`src/rtl/serv_ibus_encoder.sv`:
```
// serv_ibus_encoder: packs host-supplied RV32I fields into instruction words,
// queues them in a FIFO and answers Wishbone instruction fetches from it.
//
// Ports:
//   clk, i_rst_n             clock, synchronous active-low reset
//   i_cmd_*, o_cmd_ready     host push channel (fields in, ready out)
//   o_cmd_err                one-cycle pulse after an illegal-format push
//   i_ibus_adr, i_ibus_cyc   core fetch request
//   o_ibus_rdt, o_ibus_ack   fetched word and one-cycle acknowledge
//   o_fetch_adr              address of the last acknowledged fetch
//   o_count                  FIFO occupancy
//   o_underrun               pulse when a NOP is served from an empty FIFO
module serv_ibus_encoder #(
    parameter int DEPTH     = 4,
    parameter bit EMPTY_NOP = 1'b0
) (
    input  logic                         clk,
    input  logic                         i_rst_n,
    input  logic                         i_cmd_valid,
    output logic                         o_cmd_ready,
    input  logic [2:0]                   i_cmd_fmt,
    input  logic [6:0]                   i_cmd_opcode,
    input  logic [2:0]                   i_cmd_funct3,
    input  logic [6:0]                   i_cmd_funct7,
    input  logic [4:0]                   i_cmd_rd,
    input  logic [4:0]                   i_cmd_rs1,
    input  logic [4:0]                   i_cmd_rs2,
    input  logic [31:0]                  i_cmd_imm,
    output logic                         o_cmd_err,
    input  logic [31:0]                  i_ibus_adr,
    input  logic                         i_ibus_cyc,
    output logic [31:0]                  o_ibus_rdt,
    output logic                         o_ibus_ack,
    output logic [31:0]                  o_fetch_adr,
    output logic [$clog2(DEPTH+1)-1:0]   o_count,
    output logic                         o_underrun
);

    localparam int AW = $clog2(DEPTH);
    localparam int CW = $clog2(DEPTH+1);

    localparam logic [31:0]   NOP      = 32'h0000_0013;
    localparam logic [CW-1:0] FULL_CNT = CW'(DEPTH);

    localparam logic [0:0] S_IDLE = 1'b0;
    localparam logic [0:0] S_ACK  = 1'b1;

    localparam logic [2:0] FMT_R = 3'd0;
    localparam logic [2:0] FMT_I = 3'd1;
    localparam logic [2:0] FMT_S = 3'd2;
    localparam logic [2:0] FMT_B = 3'd3;
    localparam logic [2:0] FMT_U = 3'd4;
    localparam logic [2:0] FMT_J = 3'd5;

    logic [31:0]   mem_q [DEPTH];
    logic [31:0]   mem_d [DEPTH];
    logic [AW-1:0] wr_ptr_q, wr_ptr_d;
    logic [AW-1:0] rd_ptr_q, rd_ptr_d;
    logic [CW-1:0] count_q, count_d;
    logic [0:0]    st_q, st_d;
    logic [31:0]   rdt_q, rdt_d;
    logic [31:0]   adr_q, adr_d;
    logic          err_q, err_d;
    logic          und_q, und_d;

    logic [31:0] enc_word;
    logic        enc_illegal;
    logic        push;
    logic        fifo_empty;
    logic        fetch_data;
    logic        fetch_nop;

    // Field packing; immediate bits outside a format's slots are dropped.
    always_comb begin
        enc_word    = NOP;
        enc_illegal = 1'b0;
        case (i_cmd_fmt)
            FMT_R: enc_word = {i_cmd_funct7, i_cmd_rs2, i_cmd_rs1,
                               i_cmd_funct3, i_cmd_rd, i_cmd_opcode};
            FMT_I: enc_word = {i_cmd_imm[11:0], i_cmd_rs1,
                               i_cmd_funct3, i_cmd_rd, i_cmd_opcode};
            FMT_S: enc_word = {i_cmd_imm[11:5], i_cmd_rs2, i_cmd_rs1,
                               i_cmd_funct3, i_cmd_imm[4:0], i_cmd_opcode};
            FMT_B: enc_word = {i_cmd_imm[12], i_cmd_imm[10:5],
                               i_cmd_rs2, i_cmd_rs1, i_cmd_funct3,
                               i_cmd_imm[4:1], i_cmd_imm[11],
                               i_cmd_opcode};
            FMT_U: enc_word = {i_cmd_imm[31:12], i_cmd_rd, i_cmd_opcode};
            FMT_J: enc_word = {i_cmd_imm[20], i_cmd_imm[10:1],
                               i_cmd_imm[11], i_cmd_imm[19:12],
                               i_cmd_rd, i_cmd_opcode};
            default: begin
                enc_word    = NOP;
                enc_illegal = 1'b1;
            end
        endcase
    end

    // Ready ignores any same-cycle pop so a full FIFO never takes a push.
    assign o_cmd_ready = i_rst_n && (count_q != FULL_CNT);
    assign push        = i_cmd_valid && o_cmd_ready;
    assign fifo_empty  = (count_q == '0);

    // Emptiness is judged on the pre-push count.
    assign fetch_data = (st_q == S_IDLE) && i_ibus_cyc && !fifo_empty;
    assign fetch_nop  = (st_q == S_IDLE) && i_ibus_cyc && fifo_empty
                        && EMPTY_NOP;

    always_comb begin
        mem_d    = mem_q;
        wr_ptr_d = wr_ptr_q;
        rd_ptr_d = rd_ptr_q;
        count_d  = count_q;
        st_d     = S_IDLE;
        rdt_d    = rdt_q;
        adr_d    = adr_q;
        err_d    = push && enc_illegal;
        und_d    = fetch_nop;

        if (push) begin
            mem_d[wr_ptr_q] = enc_word;
            wr_ptr_d        = wr_ptr_q + AW'(1);
        end

        if (fetch_data) begin
            rdt_d    = mem_q[rd_ptr_q];
            rd_ptr_d = rd_ptr_q + AW'(1);
            adr_d    = i_ibus_adr;
            st_d     = S_ACK;
        end else if (fetch_nop) begin
            rdt_d = NOP;
            adr_d = i_ibus_adr;
            st_d  = S_ACK;
        end

        if (push && !fetch_data) begin
            count_d = count_q + CW'(1);
        end else if (fetch_data && !push) begin
            count_d = count_q - CW'(1);
        end
    end

    always_ff @(posedge clk) begin
        if (!i_rst_n) begin
            wr_ptr_q <= '0;
            rd_ptr_q <= '0;
            count_q  <= '0;
            st_q     <= S_IDLE;
            rdt_q    <= '0;
            adr_q    <= '0;
            err_q    <= 1'b0;
            und_q    <= 1'b0;
        end else begin
            wr_ptr_q <= wr_ptr_d;
            rd_ptr_q <= rd_ptr_d;
            count_q  <= count_d;
            st_q     <= st_d;
            rdt_q    <= rdt_d;
            adr_q    <= adr_d;
            err_q    <= err_d;
            und_q    <= und_d;
        end
    end

    // Storage needs no reset; pointers and count define validity.
    always_ff @(posedge clk) begin
        mem_q <= mem_d;
    end

    assign o_ibus_ack  = (st_q == S_ACK);
    assign o_ibus_rdt  = rdt_q;
    assign o_fetch_adr = adr_q;
    assign o_count     = count_q;
    assign o_cmd_err   = err_q;
    assign o_underrun  = und_q;

endmodule

```
`config.mk`:
```
export PLATFORM = sky130hd
export DESIGN_NAME = serv_ibus_encoder
export DESIGN_NICKNAME = d
export VERILOG_FILES = /design/src/rtl/serv_ibus_encoder.sv
export SDC_FILE = /design/constraint.sdc
export NUM_CORES = 1
export LEC_CHECK = 0
export ABC_CLOCK_PERIOD_IN_PS = 3930
export BUFFER_PORTS_ARGS = -buffer_cell sky130_fd_sc_hd__buf_2
export CORE_MARGIN = 4
export CORE_UTILIZATION = 45
export DETAILED_ROUTE_END_ITERATION = 10
export PLACE_DENSITY = 0.68
export SETUP_SLACK_MARGIN = 0.2
export SKIP_CTS_REPAIR_TIMING = 1
export SLEW_MARGIN = 10
export SYNTH_ARGS = -nofsm -noshare
export SYNTH_HDL_FRONTEND = slang
export SYNTH_SLANG_ARGS = --single-unit
```
`constraint.sdc`:
```
create_clock -name clk -period 3.93 [get_ports clk]
set_input_delay 0.393 -clock clk [delete_from_list [all_inputs] [get_ports clk]]
set_output_delay 0.393 -clock clk [all_outputs]
set_load 0.005 [all_outputs]
```
# Yosys cells after proc, flatten, opt, wreduce, memory -nomap -nowiden
# Index checks and enable logic that the tools add are counted.
[op_classes]
n_addsub = 4
magnitude_cmp = 3
n_eq_ne = 6
muxes = 11
n_bitwise = 3
reduce_logical = 15
[ops]
columns = ["operator", "n"]
rows = [
  ["32-bit case mux with 6 select lines", 1],
  ["128-bit bitwise mux", 1],
  ["32-bit two-way mux", 3],
  ["32-bit binary-select mux with 2-bit select", 1],
  ["32-bit demux with 2-bit select", 1],
  ["1-bit logical AND", 8],
  ["3-bit by 2-bit == test with 1-bit output, second input constant", 2],
  ["3-bit == test, second input constant", 2],
  ["3-bit greater-or-equal comparator, second input constant", 2],
  ["3-bit zero test", 2],
  ["3-bit two-way mux", 2],
  ["2-bit inverter with 3-bit output", 2],
  ["6-bit OR reduction", 1],
  ["2-bit by 1-bit adder with 2-bit output, second input constant", 2],
  ["3-bit by 1-bit adder with 3-bit output, second input constant", 1],
  ["3-bit by 1-bit == test with 1-bit output, second input constant", 1],
  ["1-bit zero test", 3],
  ["3-bit by 1-bit less-than comparator with 1-bit output, second input constant", 1],
  ["3-bit != test, second input constant", 1],
  ["3-bit by 1-bit subtractor with 3-bit output, second input constant", 1],
  ["1-bit two-way mux", 2],
  ["2-bit nonzero test", 1],
  ["1-bit inverter", 1],
]
[word_totals]
register_bits = 201
input_bits = 103

# Depth between registers and ports, before layout
# Gate-level depths: netlist of the first run.
[logic_depth]
depth_word = 7
ltp_mapped = 11
mapped_depth_nobuf = 9

# Least setup slack after synthesis of the first run
# Ideal clock, no wire load.
[synth_timing]
kind = "reg-to-reg"
start = "reg count_q[0], in the netlist o_count[0]"
end = "reg count_q[2], in the netlist o_count[2]"
setup_ns = 0.070
t_arrival_ns = 2.357
t_required_ns = 3.860
path_slack_ns = 1.504
path_stages_with_launch = 9
path_buffers = 0
synth_period_minus_slack_ns = 2.426
path_cell_list = "dfxtp_1 nor2_1 a211oi_2 ha_1 inv_1 fa_1 xor2_1 or3_2 a21oi_1"
[synth_between]
elab_chain_cells = 6
elab_cells_between_ends = 15
[synth_rtl]
columns = ["item", "line_no", "rtl"]
rows = [
  ["start, declared", "59", "logic [CW-1:0] count_q, count_d;"],
  ["start signal, assigned", "156", "count_q <= count_d;"],
  ["3-bit != test (*)", "100", "assign o_cmd_ready = i_rst_n && (count_q != FULL_CNT);"],
  ["1-bit logical AND (*)", "100", ""],
  ["1-bit logical AND (*)", "101", "assign push = i_cmd_valid && o_cmd_ready;"],
  ["net push", "68", "logic push;"],
  ["1-bit zero test", "138", "end else if (fetch_data && !push) begin"],
  ["1-bit logical AND", "138", ""],
  ["2-bit nonzero test (no source line)", "--", ""],
]
# Mark *: on every way through the listed nets, which the timed path passes. The rest lies on a longest branch. The select of a mux whose other input is x is not followed.
# A chain may end at the register's enable or synchronous reset.

# Worst setup path in the final report of the first run
[layout_timing]
start = "reg count_q[2], in the netlist o_count[2]"
end = "reg count_q[2], in the netlist o_count[2]"
[layout_between]
elab_chain_cells = 6
elab_cells_between_ends = 15
[layout_rtl]
columns = ["item"]
rows = [
  ["branches (longest 6 deep; another with 3-bit by 1-bit subtractor with 3-bit output)"],
]
# Several ways; the timed one is not identified. The select of a mux whose other input is x is not followed.

==> impl_metrics.tcl, run 1 <==
set metrics [dict create \
    avgSynthCellArea_um2 14.3 \
    yosysSeqAreaShare_pct 65.5 \
    cp-start-kind "register" \
    io_pins 174 \
    regArea_um2 5310 \
    nNetsFinal 834 \
    synth_ff_type "edfxtp_1" \
    crit_fanout 36 \
    dp_slack_ns 1.44 \
    rrSetupSlack_ns 1.47 \
    skew_ns 0.00650 \
    synth_edf_count 128 \
    hold_viol 0 \
    portBuffers 172 \
    via_per_inst 5.47 \
    start_util_pct 46.4 \
    drt.antenna.violating_nets 0 \
    synthArstFlopShare_pct 0 \
    nFillCells 1439 \
    irDropWorstVdd_v 0.000436 \
    dieHeight_um 142 \
    grt_pass1_vias 5429 \
    ys_ff_latch 201 \
    synth_cell_type_count 39 \
    grt.total_usage_pct 17.7 \
    power_density_nw_per_um2 621 \
    routed_wl_um 18300 \
    min_from "i_ibus_adr[11]" \
    finalWorstSetupSlack_ns 1.47 \
    area_delta_synth_final_pct 19.9 \
    grt_start_max_net_pins 40 \
    finalMaxSlewViolations 0 \
    fin_crit_sh_pct 62.6 \
    setup_tns_ns 0 \
    routedWlPerCell_um 19.0 \
    path_clk_slew_ns 0.06 \
    end_kind "register" \
    cp.required_ns 4.35 \
    layout-drive-gt1-share_pct 33.9 \
    ctsRootBufferMaster "clkbuf_16" \
    p_leak_nw 3.68 \
    dieArea_um2 20200 \
    antenna_found_initial 0 \
    finalSetupViolations 0 \
    grt_overflow 0 \
    worstReg2RegEnd "o_count[2]" \
    die_w_um 142 \
    status "finished clean" \
    drv_cap 0 \
    drt_iter0_drc 335 \
    crit_arrival_ns 2.88 \
    maxSlewHeadroom_pct 22.7 \
    clock-sinks 201 \
    grt_pass1_wl_um 28600 \
    antenna_cells 0 \
    cts_tree "yes" \
    yosysTopAreaCell "edfxtp_1" \
    rsz0062_at_grt "false" \
    num_vias 5281 \
    synth_area_leaders "edfxtp_1, dfxtp_1, mux4_2" \
    period_needed_ns 2.46 \
    worst_pin_slew_ns 1.16 \
    cts_made_buffers 22 \
    synth_top_area_share_pct 47.4 \
    rows 48 \
    regToRegStartpoint "o_count[2]" \
    min_path_cells 3 \
    min_to "o_fetch_adr[11]" \
    clockBufferDepth 3 \
    routabilityCongestion 0.847 \
    place_hpwl_um 12000 \
    critPathKind "reg2reg" \
    yosys_warnings 0 \
    multi_input_area_um2 2440 \
    core_um2 17500 \
    max_freq_mhz 407 \
    syn_area_um2 8100 \
    cts-htree-levels 1 \
    synth_fp_nets 675 \
    reg2reg_depth 10 \
    insertion_delay_ns 0.49 \
    drcViolationCount 0 \
    hold_path.class "in2reg" \
    synthCells 566 \
    firstDrtPassIters 5 \
]
## metrics by stage
stage	total power, mW	cells	hold WS (ns)	util, %	cell area [µm²]
after floorplan	3.76	566	0.455	-	8100
after global placement	4.08	926	0.448	51.6	9010
after detailed placement	4.15	926	0.452	51.6	9010
after CTS	6.10	965	0.139	55.5	9710
after global routing	6.36	965	0.153	55.6	9710
final	6.03	965	0.157	55.6	9710
## worst max-delay path, cell delays in order (launching register included)
cell	delay [ns]
dfxtp_1	0.39
nor3_4	0.19
buf_4	0.36
nor2_4	0.05
inv_1	0.06
ha_1	0.16
inv_1	0.06
fa_1	0.37
xor2_1	0.18
or3_2	0.41
a21oi_1	0.15
## per-layer routing
metal  up-vias  global-route usage [%]  share of wire (%)
met5         -                       0                  0
met4         0                    2.83               0.95
met3        16                    3.80                9.3
met2       231                    29.7                 47
met1      2557                    24.3                 43
li1       2477                       -                  -
## synthesized netlist by cell type (2+ instances only)
cell       number
a22oi_1        16
clkbuf_1       13
buf_2          10
or3_1           2
edfxtp_1      128
nand2_1        46
mux4_2         24
o21ai_0        29
nand3_1        33
clkbuf_2        3
o21ai_1        14
buf_1           3
buf_6          12
mux2i_1         8
mux4_1          8
a22o_1          6
nand2b_1        5
inv_1          16
mux2_2          2
buf_4           4
and2_1          8
o2bb2ai_1      36
dfxtp_1        73
nor2_1          5
nor3_4          2
a21oi_1        35
o22ai_1         6
nor2b_1         3
ha_1            5
xor2_1          2
## worst max-delay path by stage
| stage | from | endpoint | cells after the start |
|---|---|---|---|
| CTS | o_count[2] | o_count[2] | 10 |
| floorplan | o_count[0] | o_count[2] | 8 |
| detailed placement | i_rst_n | o_count[2] | 10 |
| global route | o_count[2] | o_count[2] | 10 |
| finish | o_count[2] | o_count[2] | 10 |
| global placement | i_rst_n | o_count[2] | 10 |
## cell usage in the layout (no fill, tap or decap), types with 2 or more instances in the layout
| cell type | synthesis | layout |
|---|---|---|
| clkbuf_8 | 0 | 2 |
| nor2b_1 | 3 | 2 |
| nand2b_1 | 5 | 5 |
| o21ai_0 | 29 | 29 |
| mux2i_1 | 8 | 8 |
| nand2_1 | 46 | 46 |
| and2_2 | 0 | 4 |
| edfxtp_1 | 128 | 128 |
| inv_1 | 16 | 16 |
| buf_2 | 10 | 172 |
| mux4_2 | 24 | 24 |
| xor2_1 | 2 | 2 |
| mux4_1 | 8 | 8 |
| a22oi_1 | 16 | 16 |
| or3_1 | 2 | 2 |
| ha_1 | 5 | 5 |
| clkinv_2 | 0 | 5 |
| o22ai_1 | 6 | 6 |
| a21oi_1 | 35 | 35 |
| o21ai_1 | 14 | 14 |
| o2bb2ai_1 | 36 | 36 |
| clkbuf_1 | 13 | 5 |
| nand3_1 | 33 | 33 |
| mux2_2 | 2 | 2 |
| clkbuf_16 | 0 | 23 |
| buf_4 | 4 | 9 |
| a22o_1 | 6 | 6 |
| clkinv_1 | 0 | 2 |
| nor2_1 | 5 | 5 |
| and2_1 | 8 | 4 |
| dfxtp_1 | 73 | 72 |
| nor3_4 | 2 | 2 |
## cell families (layout without fill, tap and decap cells)
group                      Yosys count  count (layout)  share of synthesized area (%)
AOI/OAI and AO/OA                  145             145                           11.7
xor gates and xnor gates             2               2                          0.216
other                                1               1                         0.0463
and+or+nand+nor                    107             107                           6.50
DFF                                201             201                           65.5
buffers and inverters               62             236                           4.51
muxes                               42              42                           10.5
adders and majority gates            6               6                           1.02
## state kept, by name, indices dropped and copies added, names as in the netlist
| signal | cells |
|---|---|
| o_ibus_rdt | 32 |
| mem_q | 128 |
| rd_ptr_q | 2 |
| o_cmd_err | 1 |
| o_fetch_adr | 32 |
| o_ibus_ack | 1 |
| wr_ptr_q | 2 |
| o_count | 3 |
## power by group
part           internal [mW]  switching, mW
sequential              2.54          0.175
combinational          0.570          0.803
clock                   1.17          0.775
total                   4.28           1.75
## cell type report
| type | count | share of cell area (%) |
|---|---|---|
| inverters | 16 | 0.618 |
| flip-flops and latches | 201 | 54.6 |
| clock inverters | 9 | 0.734 |
| clock buffers | 30 | 6.40 |
| repair buffers | 181 | 9.56 |
| well taps | 225 | 2.90 |
| multi-input cells | 303 | 25.2 |
(Power assumes the default switching activity.)
==> inputs of run 2 (changes only) <==
--- a/config.mk
+++ b/config.mk
@@ -5,7 +5,7 @@
 export SDC_FILE = /design/constraint.sdc
 export NUM_CORES = 1
 export LEC_CHECK = 0
-export ABC_CLOCK_PERIOD_IN_PS = 3930
+export ABC_CLOCK_PERIOD_IN_PS = 2400
 export BUFFER_PORTS_ARGS = -buffer_cell sky130_fd_sc_hd__buf_2
 export CORE_MARGIN = 4
 export CORE_UTILIZATION = 45
==> constraint.sdc (replaced) <==
create_clock -name clk -period 2.4 [get_ports clk]
set_input_delay 0.24 -clock clk [delete_from_list [all_inputs] [get_ports clk]]
set_output_delay 0.24 -clock clk [all_outputs]
set_load 0.005 [all_outputs]
==> impl_metrics.tcl, run 2 (synthesis results as in run 1) <==
set metrics [dict create \
    hold_path.class "in2reg" \
    insertion_delay_ns 0.49 \
    met1_usage_pct 23.1 \
    dpl_cell_area_um2 9180 \
    via_per_inst 5.45 \
    rrSetupSlack_ns 0.33 \
    status "finished clean" \
    power_density_nw_per_um2 1030 \
    area_delta_synth_final_pct 22.7 \
    drcViolationCount 0 \
    finalSetupViolations 0 \
    nNetsFinal 848 \
    drt_iter0_drc 273 \
    routabilityCongestion 0.858 \
    portBuffers 172 \
    start_util_pct 46.4 \
    cts-htree-levels 1 \
    io_pins 174 \
    cp_top_family "adder cells" \
    fin_area_um2 9940 \
    drv_cap 0 \
    firstDrtPassIters 5 \
    clockBufferDepth 3 \
    end_kind "register" \
    rsz0062_at_grt "false" \
    routed_wl_um 18300 \
    crit_arrival_ns 2.46 \
    max_freq_mhz 483 \
    grt_pass1_vias 5484 \
    period_needed_ns 2.07 \
    irDropWorstVdd_v 0.000665 \
    grt.total_usage_pct 17.8 \
    worst_pin_slew_ns 0.620 \
    skew_ns 0.0177 \
    crit_chain "nor2_1, a211oi_2, ha_4, inv_2, fa_2, xor2_1, or3_4, a21oi_1" \
    min_to "o_fetch_adr[15]" \
    ctsRootBufferMaster "clkbuf_16" \
    antenna_found_initial 0 \
    drt.antenna.violating_nets 0 \
    antenna_cells 0 \
    final_common_cell "buf_2" \
    place_hpwl_um 12600 \
    regToRegStartpoint "o_count[0]" \
    power_mw 10.2 \
    layout-drive-gt1-share_pct 36.8 \
    cts_tree "yes" \
    die_w_um 142 \
    min_path_cells 3 \
    multi_input_area_um2 2460 \
    maxSlewHeadroom_pct 58.5 \
    slowest_delay_ns 0.39 \
    largest_reg_flops 128 \
    p_leak_nw 3.77 \
    cts_made_buffers 21 \
    nFillCells 1430 \
    grt_overflow 0 \
    grt_pass1_wl_um 28600 \
    routedWlPerCell_um 18.7 \
    grt_util_met2_pct 30.9 \
    grt.busiest_layer "met2" \
    setup_tns_ns 0 \
    worstReg2RegEnd "o_count[2]" \
    cp_slowest_cell "dfxtp_4" \
    rows 48 \
    cp-start-kind "register" \
    hold_viol 0 \
    final_cell_mix "buf_2, edfxtp_1, dfxtp_1" \
    crit_buf_inv 1 \
    regArea_um2 5320 \
    fin_crit_sh_pct 86.3 \
    crit_fanout 6 \
    critPathKind "reg2reg" \
    finalMaxSlewViolations 0 \
    grt_start_max_net_pins 38 \
    core_um2 17500 \
    dieArea_um2 20200 \
    clock-sinks 201 \
    dieHeight_um 142 \
    cp.required_ns 2.79 \
    hold_slack_ns 0.00343 \
    num_vias 5328 \
    top_register "mem_q" \
    reg2reg_depth 8 \
    grt_use_met3_pct 4.03 \
    path_clk_slew_ns 0.07 \
    min_from "i_ibus_adr[15]" \
]
[run 2: cell types whose count changed in the layout (fill, tap and decap cells not counted), sizes merged]
| cell | previous run | this run |
|---|---|---|
| buf | 181 | 196 |
| clkbuf | 30 | 25 |
| clkinv | 7 | 2 |
| clkinvlp | 0 | 5 |
| bufinv | 1 | 4 |
[run 2: how the worst max path moves through the flow]
| stage | endpoint | slack, ns | start | depth (start not counted) |
|---|---|---|---|---|
| after floorplan | o_count[2] | 0.19 | o_count[1] | 10 |
| after global placement | o_count[2] | 0.41 | o_count[0] | 8 |
| after detailed placement | o_count[2] | 0.30 | o_count[0] | 8 |
| after CTS | o_count[2] | 0.26 | o_count[0] | 8 |
| after global routing | o_count[2] | 0.19 | o_count[0] | 8 |
| final | o_count[2] | 0.33 | o_count[0] | 8 |
[run 2: where the power goes]
part / internal (mW) / switching (mW) / leakage [nW] / total [mW]
sequential: 4.16 / 0.241 / 1.77 / 4.40
combinational: 1.06 / 1.37 / 1.65 / 2.43
clock: 2.11 / 1.29 / 0.345 / 3.40
total: 7.33 / 2.91 / 3.77 / 10.2
[run 2: area by class of cell]
| type | instances | area share, % |
|---|---|---|
| Sequential cell | 201 | 53.5 |
| Multi-Input combinational cell | 303 | 24.7 |
| Timing Repair Buffer | 196 | 11.0 |
| Clock buffer | 25 | 5.64 |
| Tap cell | 225 | 2.83 |
| Clock inverter | 12 | 1.77 |
| Inverter | 16 | 0.604 |
[run 2: per-layer routing]
metal	up-vias	wire length [µm]
met5	-	0
met3	21	1890
li1	2515	-
met2	227	8770
met4	0	216
met1	2565	7450
[run 2: metrics by stage]
step	utilization [%]	std cells	setup slack (ns)
after floorplan	-	566	0.188
after global placement	52.5	938	0.412
after detailed placement	52.5	938	0.296
after CTS	56.7	975	0.261
after global routing	56.9	978	0.194
final	56.9	978	0.328
[run 2: worst register-to-register path: cells and delay by family, from the launching register on]
kind                     cells  cell delay, ns
buffers and inverters        1            0.04
XOR/XNOR                     1            0.16
AO/OA/AOI/OAI                2            0.47
AND/OR/NAND/NOR              2            0.40
flip-flops                   1            0.39
adder cells (fa/ha/maj)      2            0.53
==> inputs of run 3 (changes only) <==
--- a/config.mk
+++ b/config.mk
@@ -10,7 +10,9 @@
 export CORE_MARGIN = 4
 export CORE_UTILIZATION = 45
 export DETAILED_ROUTE_END_ITERATION = 10
+export HOLD_SLACK_MARGIN = 0.1
 export PLACE_DENSITY = 0.68
+export RECOVER_POWER = 25
 export SETUP_SLACK_MARGIN = 0.2
 export SKIP_CTS_REPAIR_TIMING = 1
 export SLEW_MARGIN = 10
==> impl_metrics.tcl, run 3 (synthesis results as in run 1) <==
set metrics [dict create \
    grt_overflow 0 \
    crit_chain "nor2_1, a211oi_2, ha_4, inv_2, fa_2, xor2_1, or3_4, a21oi_1" \
    grt_pass1_vias 5484 \
    dieArea_um2 20200 \
    fin_crit_sh_pct 86.3 \
    largest_reg_flops 128 \
    worst_pin_slew_ns 1.09 \
    slowest_delay_ns 0.39 \
    layout-drive-gt1-share_pct 32.9 \
    drv_cap 0 \
    drt_iter0_drc 309 \
    crit_fanout 6 \
    rsz0062_at_grt "false" \
    regToRegStartpoint "o_count[0]" \
    portBuffers 172 \
    dieHeight_um 142 \
    min_from "i_cmd_opcode[4]" \
    nNetsFinal 880 \
    routed_wl_um 18800 \
    critPathKind "reg2reg" \
    rows 48 \
    start_util_pct 46.4 \
    cp.required_ns 2.79 \
    final_common_cell "buf_2" \
    drcViolationCount 0 \
    cp_slowest_cell "dfxtp_4" \
    grt.total_usage_pct 17.8 \
    area_delta_synth_final_pct 26.4 \
    io_pins 174 \
    die_w_um 142 \
    setup_tns_ns 0 \
    cp-start-kind "register" \
    cts-htree-levels 1 \
    cts_tree "yes" \
    maxSlewHeadroom_pct 27.3 \
    finalSetupViolations 0 \
    ctsRootBufferMaster "clkbuf_16" \
    firstDrtPassIters 5 \
    worstReg2RegEnd "o_count[2]" \
    irDropWorstVdd_v 0.000680 \
    grt_pass1_wl_um 28600 \
    hold_path.class "in2reg" \
    num_vias 5447 \
    postLayoutCoreUtil_pct 58.6 \
    drt.antenna.violating_nets 0 \
    cp_top_family "adder cells" \
    end_kind "register" \
    period_needed_ns 2.07 \
    antenna_found_initial 0 \
    power_density_nw_per_um2 1000 \
    finalMaxSlewViolations 0 \
    hold_viol 0 \
    power_mw 10.3 \
    multi_input_area_um2 2460 \
    path_clk_slew_ns 0.06 \
    final_cell_mix "buf_2, edfxtp_1, dfxtp_1" \
    cts_made_buffers 21 \
    clockBufferDepth 3 \
    clock-sinks 201 \
    min_to "mem_q[100]" \
    insertion_delay_ns 0.49 \
    finalWorstSetupSlack_ns 0.329 \
    core_um2 17500 \
    regArea_um2 5320 \
    max_freq_mhz 483 \
    top_register "mem_q" \
    crit_buf_inv 1 \
    rrSetupSlack_ns 0.33 \
    dp_slack_ns 0.296 \
    routedWlPerCell_um 18.6 \
    via_per_inst 5.39 \
    crit_arrival_ns 2.46 \
    place_hpwl_um 12600 \
    reg2reg_depth 8 \
    antenna_cells 0 \
    status "finished clean" \
    skew_ns 0.0188 \
    routabilityCongestion 0.858 \
    p_leak_nw 3.82 \
    min_path_cells 2 \
    grt_start_max_net_pins 38 \
    nFillCells 1396 \
]
run 3: worst max-delay path by stage:
stage	slack, ns	start	cells after the start	to
6_report	0.33	o_count[0]	8	o_count[2]
5_1_grt	0.19	o_count[0]	8	o_count[2]
3_5_place_dp	0.30	o_count[0]	8	o_count[2]
2_1_floorplan	0.19	o_count[1]	10	o_count[2]
3_3_place_gp	0.41	o_count[0]	8	o_count[2]
4_1_cts	0.26	o_count[0]	8	o_count[2]
run 3: layout make-up:
class                           instances  area share (%)
Clock buffer                           25            5.48
Clock inverter                         12            1.72
Inverter                               16           0.587
Multi-Input combinational cell        303            24.0
Sequential cell                       201            51.9
Tap cell                              225            2.75
Timing Repair Buffer                  228            13.5
run 3: where the power goes:
group / internal (mW) / total (mW) / switching, mW
Clock: 2.11 / 3.41 / 1.30
Sequential: 4.16 / 4.41 / 0.245
Combinational: 1.08 / 2.46 / 1.38
Total: 7.35 / 10.3 / 2.93
run 3: stage by stage:
stage | hold WS, ns | cell area, µm² | instances
final | 0.103 | 10200 | 1010
after global routing | 0.121 | 10200 | 1010
after detailed placement | 0.450 | 9180 | 938
after global placement | 0.447 | 9180 | 938
after floorplan | 0.386 | 8130 | 566
after CTS | -0.0105 | 9920 | 975
run 3: metal layers:
metal	GRT usage, %	share of wire [%]	vias to the layer above
met3	4.03	9.7	18
met2	30.9	48	208
met5	0	0	-
met4	3.38	0.99	0
li1	-	-	2586
met1	23.1	41	2635
